$ cat config.mk
export PLATFORM = sky130hd
export DESIGN_NAME = io_handshake_controller_flat
export DESIGN_NICKNAME = d
export VERILOG_FILES = /design/src/rtl/io_control_pkg.sv /design/src/rtl/io_handshake_controller_if.sv /design/src/rtl/button_synchronizer.sv /design/src/rtl/io_handshake_controller.sv /design/src/flat_wrapper.sv
export SDC_FILE = /design/constraint.sdc
export NUM_CORES = 1
export LEC_CHECK = 0
export CAP_MARGIN = 30
export CORE_ASPECT_RATIO = 0.6
export CORE_MARGIN = 4
export CORE_UTILIZATION = 45
export CTS_CLUSTER_SIZE = 16
export DETAILED_ROUTE_END_ITERATION = 6
export PLACE_DENSITY_LB_ADDON = 0.12
export SYNTH_ARGS = -nofsm -noshare
export SYNTH_HDL_FRONTEND = slang
export SYNTH_SLANG_ARGS = --single-unit
$ cat constraint.sdc
create_clock -name i_clock -period 3.1 [get_ports i_clock]
set_clock_uncertainty 0.15 [all_clocks]
set_input_delay 0.62 -clock i_clock [delete_from_list [all_inputs] [get_ports i_clock]]
set_output_delay 0.62 -clock i_clock [all_outputs]
set_load 0.01 [all_outputs]
$ cat src/rtl/io_control_pkg.sv
// Shared types, defaults and the mode decode for the user-handshake controller.
package io_control_pkg;

  localparam int DEBOUNCE_CYCLES_DEFAULT = 500000;
  localparam int SYNC_STAGES_DEFAULT     = 2;

  typedef enum logic [2:0] {
    IDLE         = 3'd0,
    ARMED        = 3'd1,
    WAIT_PRESS   = 3'd2,
    DEBOUNCE     = 3'd3,
    FIRE         = 3'd4,
    WAIT_RELEASE = 3'd5
  } state_e;

  typedef enum logic [1:0] {
    MODE_NONE   = 2'd0,
    MODE_INPUT  = 2'd1,
    MODE_OUTPUT = 2'd2,
    MODE_PAUSE  = 2'd3
  } mode_e;

  // Both request lines together mean PAUSE; a single one selects INPUT or OUTPUT.
  function automatic mode_e decode_mode(input logic is_input, input logic is_output);
    mode_e m;
    case ({is_input, is_output})
      2'b11:   m = MODE_PAUSE;
      2'b10:   m = MODE_INPUT;
      2'b01:   m = MODE_OUTPUT;
      default: m = MODE_NONE;
    endcase
    return m;
  endfunction

endpackage

$ cat src/rtl/io_handshake_controller_if.sv
// Handshake bundle between the control core / board pins and the controller.
interface io_handshake_controller_if;
  logic       is_input;
  logic       is_output;
  logic       confirm_key;
  logic       continue_key;
  logic       confirmation;
  logic       continue_button;
  logic       waiting_for_user;
  logic [2:0] state;

  modport master (
    output is_input, is_output, confirm_key, continue_key,
    input  confirmation, continue_button, waiting_for_user, state
  );

  modport slave (
    input  is_input, is_output, confirm_key, continue_key,
    output confirmation, continue_button, waiting_for_user, state
  );
endinterface

$ cat src/rtl/button_synchronizer.sv
// Multi-flop synchronizer bringing a raw board button into the clock domain.
module button_synchronizer
  import io_control_pkg::*;
#(
  parameter int STAGES = SYNC_STAGES_DEFAULT
) (
  input  logic i_clock,
  input  logic i_reset,
  input  logic i_async,
  output logic o_sync
);

  logic [STAGES-1:0] r_chain;

  // Shift the raw level through the chain; reset clears every stage.
  always_ff @(posedge i_clock or negedge i_reset) begin
    if (!i_reset) r_chain <= '0;
    else          r_chain <= {r_chain[STAGES-2:0], i_async};
  end

  assign o_sync = r_chain[STAGES-1];

endmodule

$ cat src/rtl/io_handshake_controller.sv
// Turns debounced, fresh button presses into one-cycle confirmation / continue pulses.
//
// state        | meaning
// IDLE         | no request, or re-evaluating a new request
// ARMED        | selected button still held from an earlier action, waiting for release
// WAIT_PRESS   | request active, waiting for the button to go down
// DEBOUNCE     | button down, counting stable samples
// FIRE         | press accepted, pulse issued next cycle
// WAIT_RELEASE | waiting for a stable release before accepting another request
module io_handshake_controller
  import io_control_pkg::*;
#(
  parameter int DEBOUNCE_CYCLES = DEBOUNCE_CYCLES_DEFAULT,
  parameter int SYNC_STAGES     = SYNC_STAGES_DEFAULT
) (
  input logic                      i_clock,
  input logic                      i_reset,
  io_handshake_controller_if.slave hs
);

  localparam int CW = $clog2(DEBOUNCE_CYCLES + 1);
  localparam logic [CW-1:0] C_ONE  = CW'(1);
  localparam logic [CW-1:0] C_LAST = CW'(DEBOUNCE_CYCLES - 1);
  localparam logic [CW-1:0] C_FULL = CW'(DEBOUNCE_CYCLES);

  localparam logic [2:0] ST_IDLE         = IDLE;
  localparam logic [2:0] ST_ARMED        = ARMED;
  localparam logic [2:0] ST_WAIT_PRESS   = WAIT_PRESS;
  localparam logic [2:0] ST_DEBOUNCE     = DEBOUNCE;
  localparam logic [2:0] ST_FIRE         = FIRE;
  localparam logic [2:0] ST_WAIT_RELEASE = WAIT_RELEASE;

  logic [2:0]    r_state, w_state_nx;
  logic [CW-1:0] r_count, w_count_nx, w_count_inc;
  mode_e         r_mode, w_mode_nx, w_mode;
  logic          r_confirmation, r_continue;
  logic          w_confirm_btn, w_continue_btn;
  logic          w_btn_now, w_btn_latched, w_mode_changed;

  button_synchronizer #(.STAGES(SYNC_STAGES)) u_sync_confirm (
    .i_clock (i_clock),
    .i_reset (i_reset),
    .i_async (hs.confirm_key),
    .o_sync  (w_confirm_btn)
  );

  button_synchronizer #(.STAGES(SYNC_STAGES)) u_sync_continue (
    .i_clock (i_clock),
    .i_reset (i_reset),
    .i_async (hs.continue_key),
    .o_sync  (w_continue_btn)
  );

  assign w_mode         = decode_mode(hs.is_input, hs.is_output);
  // IDLE picks the button from the live request; every later state uses the latched one.
  assign w_btn_now      = (w_mode == MODE_PAUSE) ? w_continue_btn : w_confirm_btn;
  assign w_btn_latched  = (r_mode == MODE_PAUSE) ? w_continue_btn : w_confirm_btn;
  assign w_mode_changed = (w_mode != r_mode);
  assign w_count_inc    = (r_count == C_FULL) ? r_count : r_count + C_ONE;

  // Next-state and shared debounce counter decisions.
  always_comb begin
    w_state_nx = r_state;
    w_count_nx = r_count;
    w_mode_nx  = r_mode;
    case (r_state)
      ST_IDLE: begin
        w_count_nx = '0;
        if (w_mode != MODE_NONE) begin
          w_mode_nx  = w_mode;
          w_state_nx = w_btn_now ? ST_ARMED : ST_WAIT_PRESS;
        end
      end
      ST_ARMED: begin
        if (w_mode_changed) begin
          w_state_nx = ST_IDLE;
          w_count_nx = '0;
        end else if (w_btn_latched) begin
          w_count_nx = '0;
        end else if (w_count_inc == C_FULL) begin
          w_state_nx = ST_WAIT_PRESS;
          w_count_nx = '0;
        end else begin
          w_count_nx = w_count_inc;
        end
      end
      ST_WAIT_PRESS: begin
        if (w_mode_changed) begin
          w_state_nx = ST_IDLE;
          w_count_nx = '0;
        end else if (w_btn_latched) begin
          w_state_nx = ST_DEBOUNCE;
          w_count_nx = C_ONE;
        end
      end
      ST_DEBOUNCE: begin
        if (w_mode_changed) begin
          w_state_nx = ST_IDLE;
          w_count_nx = '0;
        end else if (!w_btn_latched) begin
          w_state_nx = ST_WAIT_PRESS;
          w_count_nx = '0;
        end else if (r_count == C_LAST) begin
          w_state_nx = ST_FIRE;
          w_count_nx = '0;
        end else begin
          w_count_nx = w_count_inc;
        end
      end
      ST_FIRE: begin
        w_state_nx = ST_WAIT_RELEASE;
        w_count_nx = '0;
      end
      ST_WAIT_RELEASE: begin
        if (w_btn_latched) begin
          w_count_nx = '0;
        end else if (w_count_inc == C_FULL) begin
          w_state_nx = ST_IDLE;
          w_count_nx = '0;
        end else begin
          w_count_nx = w_count_inc;
        end
      end
      default: begin
        w_state_nx = ST_IDLE;
        w_count_nx = '0;
      end
    endcase
  end

  // State, counter, latched mode and registered pulses.
  always_ff @(posedge i_clock or negedge i_reset) begin
    if (!i_reset) begin
      r_state        <= ST_IDLE;
      r_count        <= '0;
      r_mode         <= MODE_NONE;
      r_confirmation <= 1'b0;
      r_continue     <= 1'b0;
    end else begin
      r_state        <= w_state_nx;
      r_count        <= w_count_nx;
      r_mode         <= w_mode_nx;
      r_confirmation <= (r_state == ST_FIRE) && (r_mode != MODE_PAUSE);
      r_continue     <= (r_state == ST_FIRE) && (r_mode == MODE_PAUSE);
    end
  end

  assign hs.confirmation     = r_confirmation;
  assign hs.continue_button  = r_continue;
  assign hs.state            = r_state;
  assign hs.waiting_for_user = (r_state == ST_ARMED) || (r_state == ST_WAIT_PRESS) ||
                               (r_state == ST_DEBOUNCE);

endmodule

$ cat src/flat_wrapper.sv
// flat-port wrapper written by rule: the top's interface ports become plain ports
module io_handshake_controller_flat import io_control_pkg::*;
#(
  parameter int DEBOUNCE_CYCLES = DEBOUNCE_CYCLES_DEFAULT,
  parameter int SYNC_STAGES     = SYNC_STAGES_DEFAULT
)
  (i_clock, i_reset, hs_is_input, hs_is_output, hs_confirm_key, hs_continue_key, hs_confirmation, hs_continue_button, hs_waiting_for_user, hs_state);
  io_handshake_controller_if hs_i ();
  input logic i_clock;
  input logic i_reset;
  input wire logic [$bits(hs_i.is_input)-1:0] hs_is_input;
  input wire logic [$bits(hs_i.is_output)-1:0] hs_is_output;
  input wire logic [$bits(hs_i.confirm_key)-1:0] hs_confirm_key;
  input wire logic [$bits(hs_i.continue_key)-1:0] hs_continue_key;
  output wire logic [$bits(hs_i.confirmation)-1:0] hs_confirmation;
  output wire logic [$bits(hs_i.continue_button)-1:0] hs_continue_button;
  output wire logic [$bits(hs_i.waiting_for_user)-1:0] hs_waiting_for_user;
  output wire logic [$bits(hs_i.state)-1:0] hs_state;
  assign hs_i.is_input = hs_is_input;
  assign hs_i.is_output = hs_is_output;
  assign hs_i.confirm_key = hs_confirm_key;
  assign hs_i.continue_key = hs_continue_key;
  assign hs_confirmation = hs_i.confirmation;
  assign hs_continue_button = hs_i.continue_button;
  assign hs_waiting_for_user = hs_i.waiting_for_user;
  assign hs_state = hs_i.state;
  io_handshake_controller #(.DEBOUNCE_CYCLES(DEBOUNCE_CYCLES), .SYNC_STAGES(SYNC_STAGES)) u_core (.i_clock(i_clock), .i_reset(i_reset), .hs(hs_i));
endmodule
==> results of run 1 <==
[through the flow]
| stage | setup WS, ps | hold slack, ps |
|---|---|---|
| final | 290.2 | 200.7 |
| after global routing | 76.36 | 218.4 |
| after CTS | 237.2 | 206.3 |
| after detailed placement | 249.4 | 191.8 |
| after global placement | 263.3 | 182.4 |
| after floorplan | 577.0 | 174.4 |
[cells in the mapped netlist, drive strengths merged (3+ instances only)]
cell type / instances
xnor2: 4
nand4: 8
a22o: 3
clkbuf: 4
and3: 3
a21oi: 11
o21bai: 3
o21ai: 11
inv: 9
buf: 16
or3: 6
nor4: 5
a211o: 9
nand2: 42
o211ai: 3
nor2: 25
nand3: 12
nor3: 19
dfrtp: 30
a21o: 6
and2: 3
[path summary, 6_finish.rpt]
| path | start | endpoint | slack, ps | depth (start not counted) |
|---|---|---|---|---|
| max in group asynchronous | i_reset | u_core.r_count[7] | 1940 | 2 |
| min in group asynchronous | i_reset | u_core.r_count[18] | 560 | 2 |
| hold reg to reg | u_core.u_sync_continue.r_chain[0] | u_core.u_sync_continue.r_chain[1] | 200 | 0 |
| setup / recovery | u_core.r_count[13] | u_core.r_count[3] | 290 | 9 |
| hold / removal | u_core.u_sync_continue.r_chain[0] | u_core.u_sync_continue.r_chain[1] | 200 | 0 |
| setup reg to reg | u_core.r_count[13] | u_core.r_count[3] | 290 | 9 |
[cell families after synthesis]
family,after synthesis,share of synthesized area
muxes,3,0.01448
and+or+nand+nor,134,0.3326
adders and majority gates,2,0.01159
buffers and inverters,29,0.06778
xor gates and xnor gates,4,0.01622
DFF,30,0.3476
AOI/OAI and AO/OA,62,0.2097
[area by class of cell]
type                    count  area (sq um)  area share
multi-input cells         205          1274      0.5149
flip-flops and latches     30         750.7      0.3035
repair buffers             29         245.2     0.09914
clock buffers               7         86.33     0.03490
well taps                  63         78.83     0.03187
inverters                   9         33.78     0.01366
clock inverters             1         5.005    0.002023
[state kept, by name (all words and copies together) (netlist names)]
name                            count
u_core.r_count                     19
u_core.hs.state                     3
u_core.r_mode                       2
u_core.u_sync_confirm.r_chain       2
u_core.u_sync_continue.r_chain      2
u_core.hs.confirmation              1
u_core.hs.continue_button           1
[critical path: stages (launching register included)]
cell	delay, ps
dfrtp_1	550
and4_1	390
and4_1	240
nand4_1	150
a221oi_2	310
nand4_1	140
a21oi_2	220
buf_4	200
nor3_1	70
a211o_1	280
[power groups by stage]
stage	logic (mW)	clock network [mW]	registers [mW]
2_1_floorplan	0.242	0	0.484
3_3_place_gp	0.372	0	0.503
3_5_place_dp	0.369	0	0.503
4_1_cts	0.370	0.337	0.497
5_1_grt	0.407	0.358	0.508
6_report	0.372	0.334	0.497
[metal layers]
layer / track usage / share of wire / vias to the layer above
met5: 0 / 0 / -
met4: 0.06509 / 0.012 / 0
met3: 0.05882 / 0.083 / 6
met2: 0.2668 / 0.37 / 68
met1: 0.3130 / 0.54 / 961
li1: - / - / 994
[placed cells by master, fill, tap and decap left out, types with 2 or more instances in the layout]
cell type	synthesis	final
mux2i_1	2	2
a22o_1	3	3
and4_1	2	2
a21o_1	6	6
nand3_1	12	12
clkdlybuf4s50_1	0	11
nand4b_1	2	2
or3_1	6	6
and3_1	3	3
nand4_2	2	2
nor2b_1	2	2
nor3_2	1	2
clkbuf_8	0	6
nor2_1	24	24
o211ai_1	3	3
buf_4	4	18
inv_1	9	9
and2_1	3	3
nand2_1	42	42
dfrtp_1	30	30
xnor2_1	4	4
nor4_1	4	4
o21bai_1	3	3
a21oi_1	11	10
a211oi_1	2	2
a211o_1	9	9
nand4_1	5	5
o21ai_0	11	11
nor3_1	17	16
==> results.json, run 1 <==
{
  "clockBufferDepth": 2,
  "fillers": 441,
  "die_w_um": 97.44,
  "peakVddDrop_mv": 0.2363,
  "synth_ff_type": "dfrtp_1",
  "yosys-top-cells-area": "dfrtp_1 35%, nand2_1 7.3%, nor2_1 4.2%",
  "fin_crit_sh": 0.9064,
  "ys_types": 56,
  "grt_max_degree": 31,
  "port_buffers": 11,
  "power_frac_clock": 0.277,
  "layout-drive-gt1-share": 0.1423,
  "synth.top_cell.area_share": 0.3476,
  "cp_max_fo": 10,
  "drv_cap": 0,
  "antenna_found_initial": 0,
  "share_comb_of_total_power": 0.309,
  "grt_pass1_wl_um": 9342,
  "worstPathRequired_ps": 3130,
  "cp.arrival_ps": 2840,
  "drcViolationCount": 0,
  "post_cts_buffers": 0,
  "postRouteAntennaNets": 0,
  "cts.sinks": 30,
  "power.density_nw_per_um2": 486.5,
  "p_sw_mw": 0.4256,
  "synthCells": 264,
  "place_inst": 336,
  "setup-violations-final": 0,
  "clk_latency_ps": 290,
  "layout.nets": 288,
  "critPathKind": "register to register",
  "yosysWarnings": 0,
  "yosysTopAreaCell": "dfrtp_1",
  "async_reset_ff_frac": 1.000,
  "place.gp.congestion": 0.9231,
  "instances_no_fill": 344,
  "ioPinCount": 12,
  "synth_area_per_cell_sq_um": 8.180,
  "status": "finished, final reports clean",
  "grt_pass1_vias": 1810,
  "htree_num_levels": 2,
  "wl_um": 5551,
  "ys_ff_latch": 30,
  "viasPerCell": 5.898,
  "cts_inserted_buffers": 5,
  "p_int_mw": 0.7777,
  "p_total_mw": 1.203,
  "yosysSeqAreaShare": 0.3476,
  "dpl.hpwl_um": 4210,
  "max_freq_mhz": 355.9,
  "fin_util": 0.5364,
  "synth-edff-count": 0,
  "post_drt_wl_per_cell_um": 16.14,
  "first_iter_violations": 219,
  "ctsResizeCount": 0,
  "place_area_sq_um": 2380,
  "die_h_um": 61.66,
  "finalMaxSlewViolations": 0,
  "start_util": 0.4683,
  "via_count": 2029,
  "tightest_slew_ps": 530.7,
  "worst_setup_path_start_kind": "register",
  "synth_nets": 272,
  "design_area_sq_um": 2474,
  "hold_class": "register to register",
  "dieArea_sq_um": 6008,
  "rsz0062_at_grt": "no",
  "min_period_ps": 2810,
  "antenna_cells": 0,
  "switching_share": 0.3537,
  "hold_viol_final": 0,
  "syn_area_sq_um": 2160,
  "std_cell_rows": 19,
  "first_pass_iters": 4,
  "clk_pin_slew_worst_paths_ps": 70,
  "setup_tns_ps": 0,
  "slew-limit-headroom": 0.6435,
  "grt_overflow_total": 0,
  "holdBufCountCts": 0,
  "grt_usage": 0.2032,
  "p_leak_nw": 1.087,
  "cts_tree": "done",
  "coreArea_sq_um": 4612,
  "seqPwrFrac": 0.413,
  "cts-root-buf": "clkbuf_8",
  "worstSetupEndpointType": "register",
  "syn_to_final_growth_pct": 14.54
}
Note: power is estimated with default switching activity, not from simulation.
==> inputs of run 2 (changes only) <==
--- a/config.mk
+++ b/config.mk
@@ -10,5 +10,4 @@
 export CORE_MARGIN = 4
 export CORE_UTILIZATION = 45
-export CTS_CLUSTER_SIZE = 16
 export DETAILED_ROUTE_END_ITERATION = 6
 export PLACE_DENSITY_LB_ADDON = 0.12
--- a/constraint.sdc
+++ b/constraint.sdc
@@ -3,3 +3,3 @@
 set_input_delay 0.62 -clock i_clock [delete_from_list [all_inputs] [get_ports i_clock]]
 set_output_delay 0.62 -clock i_clock [all_outputs]
-set_load 0.01 [all_outputs]
+set_load 0.1 [all_outputs]
==> results.json, run 2 (synthesized netlist as in run 1, its figures left out) <==
{
  "place.gp.congestion": 0.9238,
  "hold_viol_final": 0,
  "layout_commonest_cell": "nand2_1",
  "antenna_cells": 0,
  "port_buffers": 11,
  "finalMaxSlewViolations": 0,
  "layout_common_cells": "42 x nand2_1, 30 x dfrtp_1, 25 x buf_4",
  "peakVddDrop_mv": 0.2478,
  "largest_reg_flops": 19,
  "power.density_nw_per_um2": 545.3,
  "r2r_cells": 10,
  "slew-limit-headroom": 0.6974,
  "grt_usage": 0.1988,
  "place_area_sq_um": 2375,
  "first_iter_violations": 176,
  "cp.arrival_ps": 2890,
  "holdBufCountCts": 0,
  "clockBufferDepth": 2,
  "postRouteAntennaNets": 0,
  "status": "finished, final reports clean",
  "cts_inserted_buffers": 5,
  "rsz0062_at_grt": "no",
  "setup_tns_ps": 0,
  "fillers": 438,
  "critPathKind": "register to register",
  "setup-violations-final": 0,
  "dpl.hpwl_um": 4173,
  "whs_path_depth": 0,
  "first_pass_iters": 4,
  "grt_overflow_total": 0,
  "cts-root-buf": "clkbuf_8",
  "drcViolationCount": 0,
  "post_drt_wl_per_cell_um": 15.91,
  "r2r_setup_slack_ps": 220,
  "layout.nets": 289,
  "layout-drive-gt1-share": 0.1744,
  "p_leak_nw": 1.099,
  "r2r_start": "u_core.r_count[0]",
  "via_count": 1994,
  "worstPathRequired_ps": 3110,
  "antenna_found_initial": 0,
  "dieArea_sq_um": 6008,
  "start_util": 0.4683,
  "worstSetupEndpointType": "register",
  "grt_pass1_vias": 1732,
  "die_w_um": 97.44,
  "post_cts_buffers": 0,
  "min_period_ps": 2884,
  "r2r_end": "u_core.r_count[3]",
  "hold_start": "u_core.u_sync_continue.r_chain[0]",
  "clk_latency_ps": 280,
  "std_cell_rows": 19,
  "hold_class": "register to register",
  "syn_to_final_growth_pct": 14.02,
  "cts_tree": "done",
  "cp_max_fo": 10,
  "coreArea_sq_um": 4612,
  "max_freq_mhz": 346.7,
  "die_h_um": 61.66,
  "fin_crit_sh": 0.9305,
  "grt_pass1_wl_um": 9273,
  "tightest_slew_ps": 442.4,
  "min_to": "u_core.u_sync_continue.r_chain[1]",
  "largest_register": "u_core.r_count",
  "wl_um": 5473,
  "grt_max_degree": 31,
  "htree_num_levels": 2,
  "viasPerCell": 5.797,
  "design_area_sq_um": 2462,
  "drv_cap": 0,
  "worst_setup_path_start_kind": "register",
  "clk_pin_slew_worst_paths_ps": 60,
  "ioPinCount": 12,
  "cts.sinks": 30
}
run 2: cell types whose count changed in the layout (fill, tap and decap cells not counted):
cell	before	now
clkdlybuf4s50_1	11	5
clkinv_2	1	2
clkbuf_1	1	0
clkbuf_8	6	5
nor2_2	1	2
nor2_1	24	23
nor4_2	0	1
nor4_1	4	3
buf_4	18	25
run 2: worst max-delay path by stage:
| stage | startpoint | end | cells after the start |
|---|---|---|---|
| 2_1_floorplan | u_core.hs.state[0] | hs_waiting_for_user | 3 |
| 3_3_place_gp | u_core.r_count[0] | u_core.r_count[4] | 10 |
| 3_5_place_dp | u_core.r_count[0] | u_core.r_count[3] | 10 |
| 4_1_cts | u_core.r_count[0] | u_core.r_count[3] | 10 |
| 5_1_grt | u_core.r_count[0] | u_core.r_count[3] | 10 |
| 6_report | u_core.r_count[0] | u_core.r_count[3] | 10 |
run 2: report_power, final:
part / leakage (nW) / internal, mW / total [mW] / switching [mW]
logic: 0.654 / 0.159 / 0.549 / 0.390
clock network: 0.0438 / 0.150 / 0.293 / 0.143
registers: 0.401 / 0.431 / 0.501 / 0.0705
total: 1.10 / 0.740 / 1.34 / 0.603
run 2: stage by stage:
stage | utilization | setup WS (ps) | std cells | power [mW] | hold slack [ps]
2_1_floorplan | - | 180.9 | 264 | 0.9105 | 174.4
3_3_place_gp | 0.5149 | 236.2 | 337 | 1.052 | 185.2
3_5_place_dp | 0.5149 | 201.0 | 337 | 1.053 | 196.4
4_1_cts | 0.5320 | 142.6 | 344 | 1.351 | 210.1
5_1_grt | 0.5339 | 41.31 | 344 | 1.420 | 212.9
6_report | 0.5339 | 215.5 | 344 | 1.343 | 204.0
run 2: what timing repair did:
action                                  4_1_cts  5_1_grt
gates resized for setup                       0        2
endpoints found under the setup margin        0       10
hold endpoints to repair                      0        0
run 2: final cells by class:
class / count / area, sq um / area share
Clock inverter: 2 / 10.01 / 0.004065
Timing Repair Buffer: 30 / 237.7 / 0.09654
Inverter: 9 / 33.78 / 0.01372
Multi-Input combinational cell: 205 / 1282 / 0.5208
Sequential cell: 30 / 750.7 / 0.3049
Clock buffer: 5 / 68.82 / 0.02795
Tap cell: 63 / 78.83 / 0.03201
run 2: layer usage:
| layer | track usage | routed length (um) |
|---|---|---|
| met5 | 0 | 0 |
| met4 | 0.03945 | 23 |
| met3 | 0.05204 | 498 |
| met2 | 0.2434 | 1977 |
| met1 | 0.3313 | 2974 |
run 2: critical path, cell delays in order, from the launching register on:
cell and delay [ps]:
dfrtp_1 490, ha_2 340, nand4_4 160, nor2_2 230, a31oi_1 160, nor4b_2 300
nand4_1 180, a21oi_2 210, buf_4 200, nor3_1 70, a211o_1 270
